===== src/rtl/cm150_scan_pkg.sv =====
// Shared constants and state encoding for the CM150 scan controller.
// Imported by the controller top and its settle timer.
package cm150_scan_pkg;

    localparam int NCH   = 16;
    localparam int SEL_W = 4;
    localparam int CNT_W = 4;

    typedef enum logic [1:0] {
        IDLE  = 2'd0,
        CHECK = 2'd1,
        SCAN  = 2'd2
    } state_t;

endpackage


===== src/rtl/cm150_settle_timer.sv =====
// Per-channel settle counter for the CM150 scan controller.
// Ticks on the cycle whose closing edge samples the mux output.
module cm150_settle_timer
    import cm150_scan_pkg::*;
#(
    parameter int SETTLE = 2
) (
    input  logic clk,
    input  logic rst,
    input  logic run,
    output logic tick
);

    logic [CNT_W-1:0] cnt;

    assign tick = run && (cnt == CNT_W'(SETTLE));

    // count hold cycles; restart after each sample or outside a scan
    always_ff @(posedge clk) begin
        if (rst || !run || tick) begin
            cnt <= '0;
        end else begin
            cnt <= cnt + 1'b1;
        end
    end

endmodule


===== src/rtl/cm150_scan_ctrl.sv =====
// Scan sequencer for the CM150 16:1 mux: disabled-output check,
// then 16 settled samples delivered as one registered word.
module cm150_scan_ctrl
    import cm150_scan_pkg::*;
#(
    parameter int SETTLE = 2
) (
    input  logic             clk,
    input  logic             rst,
    input  logic             start,
    input  logic             cont,
    input  logic             mux_v,
    output logic [SEL_W-1:0] sel,
    output logic             en_n,
    output logic             busy,
    output logic             done,
    output logic [NCH-1:0]   word,
    output logic             word_valid,
    output logic             stuck_err
);

    state_t           state;
    logic [SEL_W-1:0] ch;
    logic [NCH-1:0]   shadow;
    logic             tick;
    logic             last;

    assign last = tick && (ch == SEL_W'(NCH - 1));

    cm150_settle_timer #(
        .SETTLE (SETTLE)
    ) u_timer (
        .clk  (clk),
        .rst  (rst),
        .run  (state == SCAN),
        .tick (tick)
    );

    // shadow collects samples; partial scans are discarded on reset
    always_ff @(posedge clk) begin
        if (rst) begin
            shadow <= '0;
        end else if (state == SCAN && tick) begin
            shadow[ch] <= mux_v;
        end
    end

    // sequencing FSM and all registered outputs
    always_ff @(posedge clk) begin
        if (rst) begin
            state      <= IDLE;
            ch         <= '0;
            sel        <= '0;
            en_n       <= 1'b1;
            busy       <= 1'b0;
            done       <= 1'b0;
            word       <= '0;
            word_valid <= 1'b0;
            stuck_err  <= 1'b0;
        end else begin
            done <= 1'b0;
            unique case (state)
                IDLE: begin
                    if (start) begin
                        state      <= CHECK;
                        busy       <= 1'b1;
                        word_valid <= 1'b0;
                        stuck_err  <= 1'b0;
                    end
                end
                CHECK: begin
                    // output is forced high while disabled
                    stuck_err  <= ~mux_v;
                    word_valid <= 1'b0;
                    state      <= SCAN;
                    ch         <= '0;
                    sel        <= '0;
                    en_n       <= 1'b0;
                end
                SCAN: begin
                    if (last) begin
                        word       <= {mux_v, shadow[NCH-2:0]};
                        word_valid <= 1'b1;
                        done       <= 1'b1;
                        en_n       <= 1'b1;
                        sel        <= '0;
                        ch         <= '0;
                        if (cont) begin
                            state <= CHECK;
                        end else begin
                            state <= IDLE;
                            busy  <= 1'b0;
                        end
                    end else if (tick) begin
                        // select moves with the sample edge
                        ch  <= ch + 1'b1;
                        sel <= ch + 1'b1;
                    end
                end
                default: begin
                    state <= IDLE;
                end
            endcase
        end
    end

endmodule


===== config.mk =====
export PLATFORM = sky130hd
export DESIGN_NAME = cm150_scan_ctrl
export DESIGN_NICKNAME = d
export VERILOG_FILES = /design/src/rtl/cm150_scan_pkg.sv /design/src/rtl/cm150_settle_timer.sv /design/src/rtl/cm150_scan_ctrl.sv
export SDC_FILE = /design/constraint.sdc
export NUM_CORES = 1
export LEC_CHECK = 0
export ABC_AREA = 1
export BUFFER_PORTS_ARGS = -buffer_cell sky130_fd_sc_hd__buf_2
export CAP_MARGIN = 30
export CORE_ASPECT_RATIO = 1.25
export CORE_MARGIN = 5
export CORE_UTILIZATION = 50
export DETAILED_ROUTE_END_ITERATION = 8
export GPL_TIMING_DRIVEN = 0
export PLACE_DENSITY = 0.74
export SKIP_LAST_GASP = 1
export SLEW_MARGIN = 5
export SYNTH_ARGS = -nofsm -noshare
export SYNTH_HDL_FRONTEND = slang
export SYNTH_SLANG_ARGS = --single-unit
export TNS_END_PERCENT = 10

===== constraint.sdc =====
create_clock -name clk -period 1.41 [get_ports clk]
set_clock_uncertainty 0.1 [all_clocks]
set_input_delay 0.141 -clock clk [delete_from_list [all_inputs] [get_ports clk]]
set_output_delay 0.141 -clock clk [all_outputs]
set_load 0.005 [all_outputs]

After elaboration in Yosys (flattened, before gate mapping)
Index checks and enable logic that the tools add are counted.
{"block": "word_totals", "out_inout_bits": 25, "reg_bits": 47, "input_bits": 5, "wordCells": 64}
{"block": "classes", "mux": 20, "addsub": 2, "eq_ne": 8, "bitwise_logic": 2, "n_reduce_logical": 20, "magnitude_cmp": 2}
{"operator": "bitwise mux 16 bit", "n": 1}
{"operator": "AND reduction 2 bit", "n": 5}
{"operator": "adder 4 x 1 -> 4 bit (second input constant)", "n": 2}
{"operator": "two-way mux 1 bit", "n": 8}
{"operator": "two-way mux 4 bit", "n": 2}
{"operator": "case mux 4 bit (2 select lines)", "n": 1}
{"operator": "inequality test 2 bit (second input constant)", "n": 3}
{"operator": "case mux 1 bit (2 select lines)", "n": 3}
{"operator": "case mux 2 bit (3 select lines)", "n": 1}
{"operator": "nonzero test 2 bit", "n": 3}
{"operator": "less-than comparator 4 x 5 -> 1 bit (second input constant)", "n": 1}
{"operator": "demux 1 bit (select 4 bit)", "n": 1}
{"operator": "== test 4 x 2 -> 1 bit (second input constant)", "n": 1}
{"operator": "== test 4 bit (second input constant)", "n": 1}
{"operator": "greater-or-equal comparator 4 x 1 -> 1 bit (second input constant)", "n": 1}
{"operator": "logical AND 1 bit", "n": 4}
{"operator": "two-way mux 2 bit", "n": 2}
{"operator": "AND reduction 4 bit", "n": 1}
{"operator": "inequality test 3 bit (second input constant)", "n": 1}
{"operator": "case mux 1 bit (3 select lines)", "n": 1}
{"operator": "AND reduction 3 bit", "n": 1}
{"operator": "nonzero test 3 bit", "n": 1}
{"operator": "== test 2 x 1 -> 1 bit (second input constant)", "n": 1}
{"operator": "== test 2 bit (second input constant)", "n": 1}
{"operator": "5 further kinds", "n": 7}

Logic depth before layout (Yosys ltp)
{"block": "depth", "depth_word": 5, "mapped_depth": 9, "depth_no_buf": 9}

By module
A second synthesis with hierarchy kept.
{"block": "hier_totals", "cells_unflattened": 264, "area_unflattened_um2": 1958.1}
{"module": "cm150_scan_ctrl", "cells_per_inst": 239, "instances": 1, "seq_area_each_um2": 840.8, "area_per_inst_um2": 1767.9}
{"module": "cm150_settle_timer", "cells_per_inst": 25, "instances": 1, "seq_area_each_um2": 80.1, "area_per_inst_um2": 190.2}

Worst setup path before layout
Ideal clock, no wire load.
{"block": "synth_timing", "path_type": "register -> register", "start": "reg ch[0]", "end": "reg word[3]", "n_path_buf": 1, "slack_ns": -0.016, "synth_period_minus_slack_ns": 1.426, "stages_incl_launch_ff": 8, "setup_time_ns": 0.132, "required_time_ns": 1.178, "t_arrival_ns": 1.193, "path_cell_list": "dfxtp_1 -> ha_1 -> nand3_2 -> inv_2 -> nand2_4 -> buf_6 -> nand2_1 -> a21oi_1"}
{"block": "synth_between", "elab_chain_len": 3}
{"element": "from (decl)", "line": "cm150_scan_ctrl.sv:23", "source": "logic [SEL_W-1:0] ch;"}
{"element": "from (signal assigned)", "line": "cm150_scan_ctrl.sv:96", "source": "ch <= ch + 1'b1;"}
{"element": "== test 4 bit", "line": "cm150_scan_ctrl.sv:28", "source": "assign last = tick && (ch == SEL_W'(NCH - 1));"}
{"element": "logical AND 1 bit", "line": "cm150_scan_ctrl.sv:28"}
{"element": "AND reduction 2 bit (no source line)"}
{"element": "to (signal assigned)", "line": "cm150_scan_ctrl.sv:82", "source": "word <= {mux_v, shadow[NCH-2:0]};"}
{"element": "to (decl)", "line": "cm150_scan_ctrl.sv:17", "source": "output logic [NCH-1:0] word,"}
No other way between the ends.
A chain may end at the register's enable or synchronous reset.

Final worst setup path
{"block": "layout_timing", "start": "reg ch[0]", "end": "reg word[12]"}
Same word-level chain as after synthesis.

==> impl_metrics.json <==
{
  "status": "complete, but fails checks",
  "violations": "negative setup slack",
  "seqCellArea_um2": 937,
  "cts_root_buf": "clkbuf_8",
  "hold_slack_ns": 0.0159,
  "post-route-util": 0.713,
  "drive_gt1_frac": 0.337,
  "overflow": 0,
  "clockBufferDepth": 2,
  "clock_latency_ns": 0.31,
  "p_per_area_nw_per_um2": 1030,
  "cts_made_buffers": 5,
  "avgSynthCellArea_um2": 7.84,
  "io_pins": 30,
  "place_congestion": 0.817,
  "setup_violations": 3,
  "whs_path_depth": 2,
  "vias_per_cell": 5.26,
  "cap_violations": 0,
  "intPower_mw": 2.16,
  "worstSetupEndpointType": "register",
  "grt_max_degree": 15,
  "fin_crit_sh": 1.01,
  "p_switching_mw": 0.617,
  "maxSlewViolCount": 0,
  "nets": 313,
  "area_growth_pct": 37.2,
  "portBuffers": 28,
  "leakagePower_nw": 1.12,
  "cp_data_arrival_time_ns": 1.51,
  "worst_pin_slew_ns": 0.548,
  "rr_endpoint": "word[12]$_SDFFE_PP0P_",
  "ff2ff_path_depth": 7,
  "grt_use_total": 0.188,
  "ys_top_cells_by_area": "dfxtp_1 47%, nor2_1 7.4%, a21oi_1 6.9%",
  "start_util": 0.520,
  "grt_pass1_vias": 1753,
  "netlist_area_um2": 1970,
  "max_freq_mhz": 699,
  "drtPass1Iterations": 4,
  "ir_worst_vdd_mv": 0.808,
  "path_cells": "ha_4 -> nand3_4 -> inv_4 -> nand2_4 -> buf_12 -> nand2_1 -> a21oi_2",
  "dp_hpwl_mm": 3.03,
  "cts.htree.levels": 2,
  "yosysTopAreaCell": "dfxtp_1",
  "fill_cells": 281,
  "crit_required_ns": 1.49,
  "core_area_um2": 3780,
  "dieArea_um2": 5300,
  "rows": 25,
  "period_minus_slack_ns": 1.43,
  "rsz0062_at_grt": "true",
  "fp.dieH_um": 80.1,
  "clock_power_share": 0.438,
  "slowest_delay_ns": 0.40,
  "hold_end": "word[15]$_SDFFE_PP0P_",
  "hold_viol_final": 0,
  "wl_per_cell_um": 13.8,
  "path_class": "register to register",
  "yosysTopAreaCellShare": 0.468,
  "relSlewSlack": 0.635,
  "p_sw_frac": 0.222,
  "post-place-ws_ns": -0.130,
  "cts_tree": "done",
  "multi_input_area_um2": 1080,
  "fin_area_um2": 2700,
  "placed_area_um2": 2180,
  "layout_commonest_cell": "dfxtp_1",
  "grt_pass1_wl_mm": 7.67,
  "syn-num-nets": 262,
  "synthCells": 251,
  "grt_antenna_before_repair": 0,
  "cp_slowest_cell": "dfxtp_4",
  "worst_slack_ns": -0.0201,
  "synth_seq_cells": 46,
  "yosys.cell_types.count": 28,
  "holdCritPathClass": "primary input to register",
  "drcViolationCount": 0,
  "holdCritStartpoint": "rst",
  "worst_setup_path_start_kind": "register",
  "seq_area_frac_synth": 0.468,
  "clkTransAtPathRegs_ns": 0.09,
  "antenna_cells": 0,
  "mostFrequentLayoutCells": "39 x dfxtp_1, 33 x nand2_1, 31 x nor2_1",
  "vias": 1878,
  "final_antenna_net_count": 0,
  "p_seq_frac": 0.484,
  "reg2reg_slack_ns": -0.02,
  "postRouteWirelength_mm": 4.91,
  "cp_max_fo": 9,
  "die_w_um": 66.1,
  "r2r_start": "ch[0]$_SDFFE_PP0P_",
  "yosysWarnings": 0,
  "combPwrFrac": 0.077,
  "cts.sinks": 46,
  "drt-initial-drc-count": 108
}
==> routing by layer <==
metal,share of wire,routed length (um),up-vias,track usage
met5,0,0,-,0
met4,0.013,66,0,0.0854
met3,0.054,264,8,0.0476
met2,0.50,2450,65,0.313
met1,0.43,2130,877,0.226
li1,-,-,928,-
==> final cells by class <==
| cell class | instances | area share |
|---|---|---|
| multi-input cells | 175 | 0.402 |
| flip-flops and latches | 46 | 0.347 |
| repair buffers | 43 | 0.113 |
| inverters | 21 | 0.0311 |
| clock buffers | 6 | 0.0306 |
| plain buffers | 10 | 0.0288 |
| well taps | 54 | 0.0250 |
| clock inverters | 2 | 0.0223 |
==> sequential cells by signal, summed over array words and instances, names as in the netlist <==
name and flops:
word 16, busy 1, done 1, u_timer.cnt 4, word_valid 1, ch 4, shadow 15, state 2
stuck_err 1, en_n 1
==> logic make-up (layout without fill, tap and decap cells) <==
| group | Yosys count | count (layout) | share of synthesized area |
|---|---|---|---|
| xor+xnor | 2 | 2 | 0.00891 |
| buf+inv | 31 | 82 | 0.0738 |
| flops | 46 | 46 | 0.468 |
| fa+ha+maj | 6 | 6 | 0.0382 |
| simple gates | 122 | 123 | 0.292 |
| compound gates | 44 | 44 | 0.119 |
==> stage by stage <==
stage,power [mW],instances,setup TNS (ns)
6_report,2.77,357,-0.0428
4_1_cts,2.76,353,-0.0571
5_1_grt,2.87,357,-0.804
2_1_floorplan,1.50,251,0
3_3_place_gp,1.55,333,-2.06
3_5_place_dp,1.55,333,-2.61
==> power by group through the flow <==
stage | combinational (mW) | clock (mW) | sequential (mW)
2_1_floorplan | 0.127 | 0 | 1.38
3_3_place_gp | 0.176 | 0 | 1.38
3_5_place_dp | 0.178 | 0 | 1.38
4_1_cts | 0.198 | 1.22 | 1.34
5_1_grt | 0.244 | 1.28 | 1.35
6_report | 0.214 | 1.22 | 1.34
==> synth_stat cells <==
library cell	instances
nand3_2	2
inv_2	2
ha_1	6
nor3_1	10
xor2_1	1
o2111ai_1	1
nand3_1	25
xnor2_1	1
a21oi_1	27
nor3_2	1
clkbuf_1	4
nand2_4	2
buf_2	2
buf_6	3
o21ai_1	1
dfxtp_1	46
nand4_1	4
buf_4	1
nor2_2	1
nand2_2	4
o32ai_1	1
a21oi_2	1
inv_1	19
nor2_1	39
o21ai_0	12
nor2_8	1
o21bai_1	1
nand2_1	33
==> worst max-delay path, delay by kind of cell, from the launching register on <==
| kind | cells | cell delay (ns) |
|---|---|---|
| compound gates | 1 | 0.06 |
| fa+ha+maj | 1 | 0.16 |
| buf+inv | 2 | 0.27 |
| flops | 1 | 0.40 |
| simple gates | 3 | 0.30 |
==> worst max-delay path by stage <==
stage          depth (start not counted)  slack (ns)                     end                 startpoint
5_1_grt                                7       -0.06   word[12]$_SDFFE_PP0P_         ch[0]$_SDFFE_PP0P_
4_1_cts                                9       -0.02  shadow[0]$_SDFFE_PP0P_  u_timer.cnt[0]$_SDFF_PP0_
3_5_place_dp                           8       -0.13    word[3]$_SDFFE_PP0P_  u_timer.cnt[0]$_SDFF_PP0_
6_report                               7       -0.02   word[12]$_SDFFE_PP0P_         ch[0]$_SDFFE_PP0P_
3_3_place_gp                           8       -0.12    word[9]$_SDFFE_PP0P_  u_timer.cnt[0]$_SDFF_PP0_
2_1_floorplan                          8        0.02    word[3]$_SDFFE_PP0P_  u_timer.cnt[0]$_SDFF_PP0_
==> what timing repair did <==
item	4_1_cts	5_1_grt
endpoints found under the hold margin	1	0
cloned	3	0
setup endpoints to repair	38	34
pin swaps	10	14
buffers inserted	8	4
hold buffers	1	0
gates resized for setup	29	30
Power figures use the tool's default switching activity.
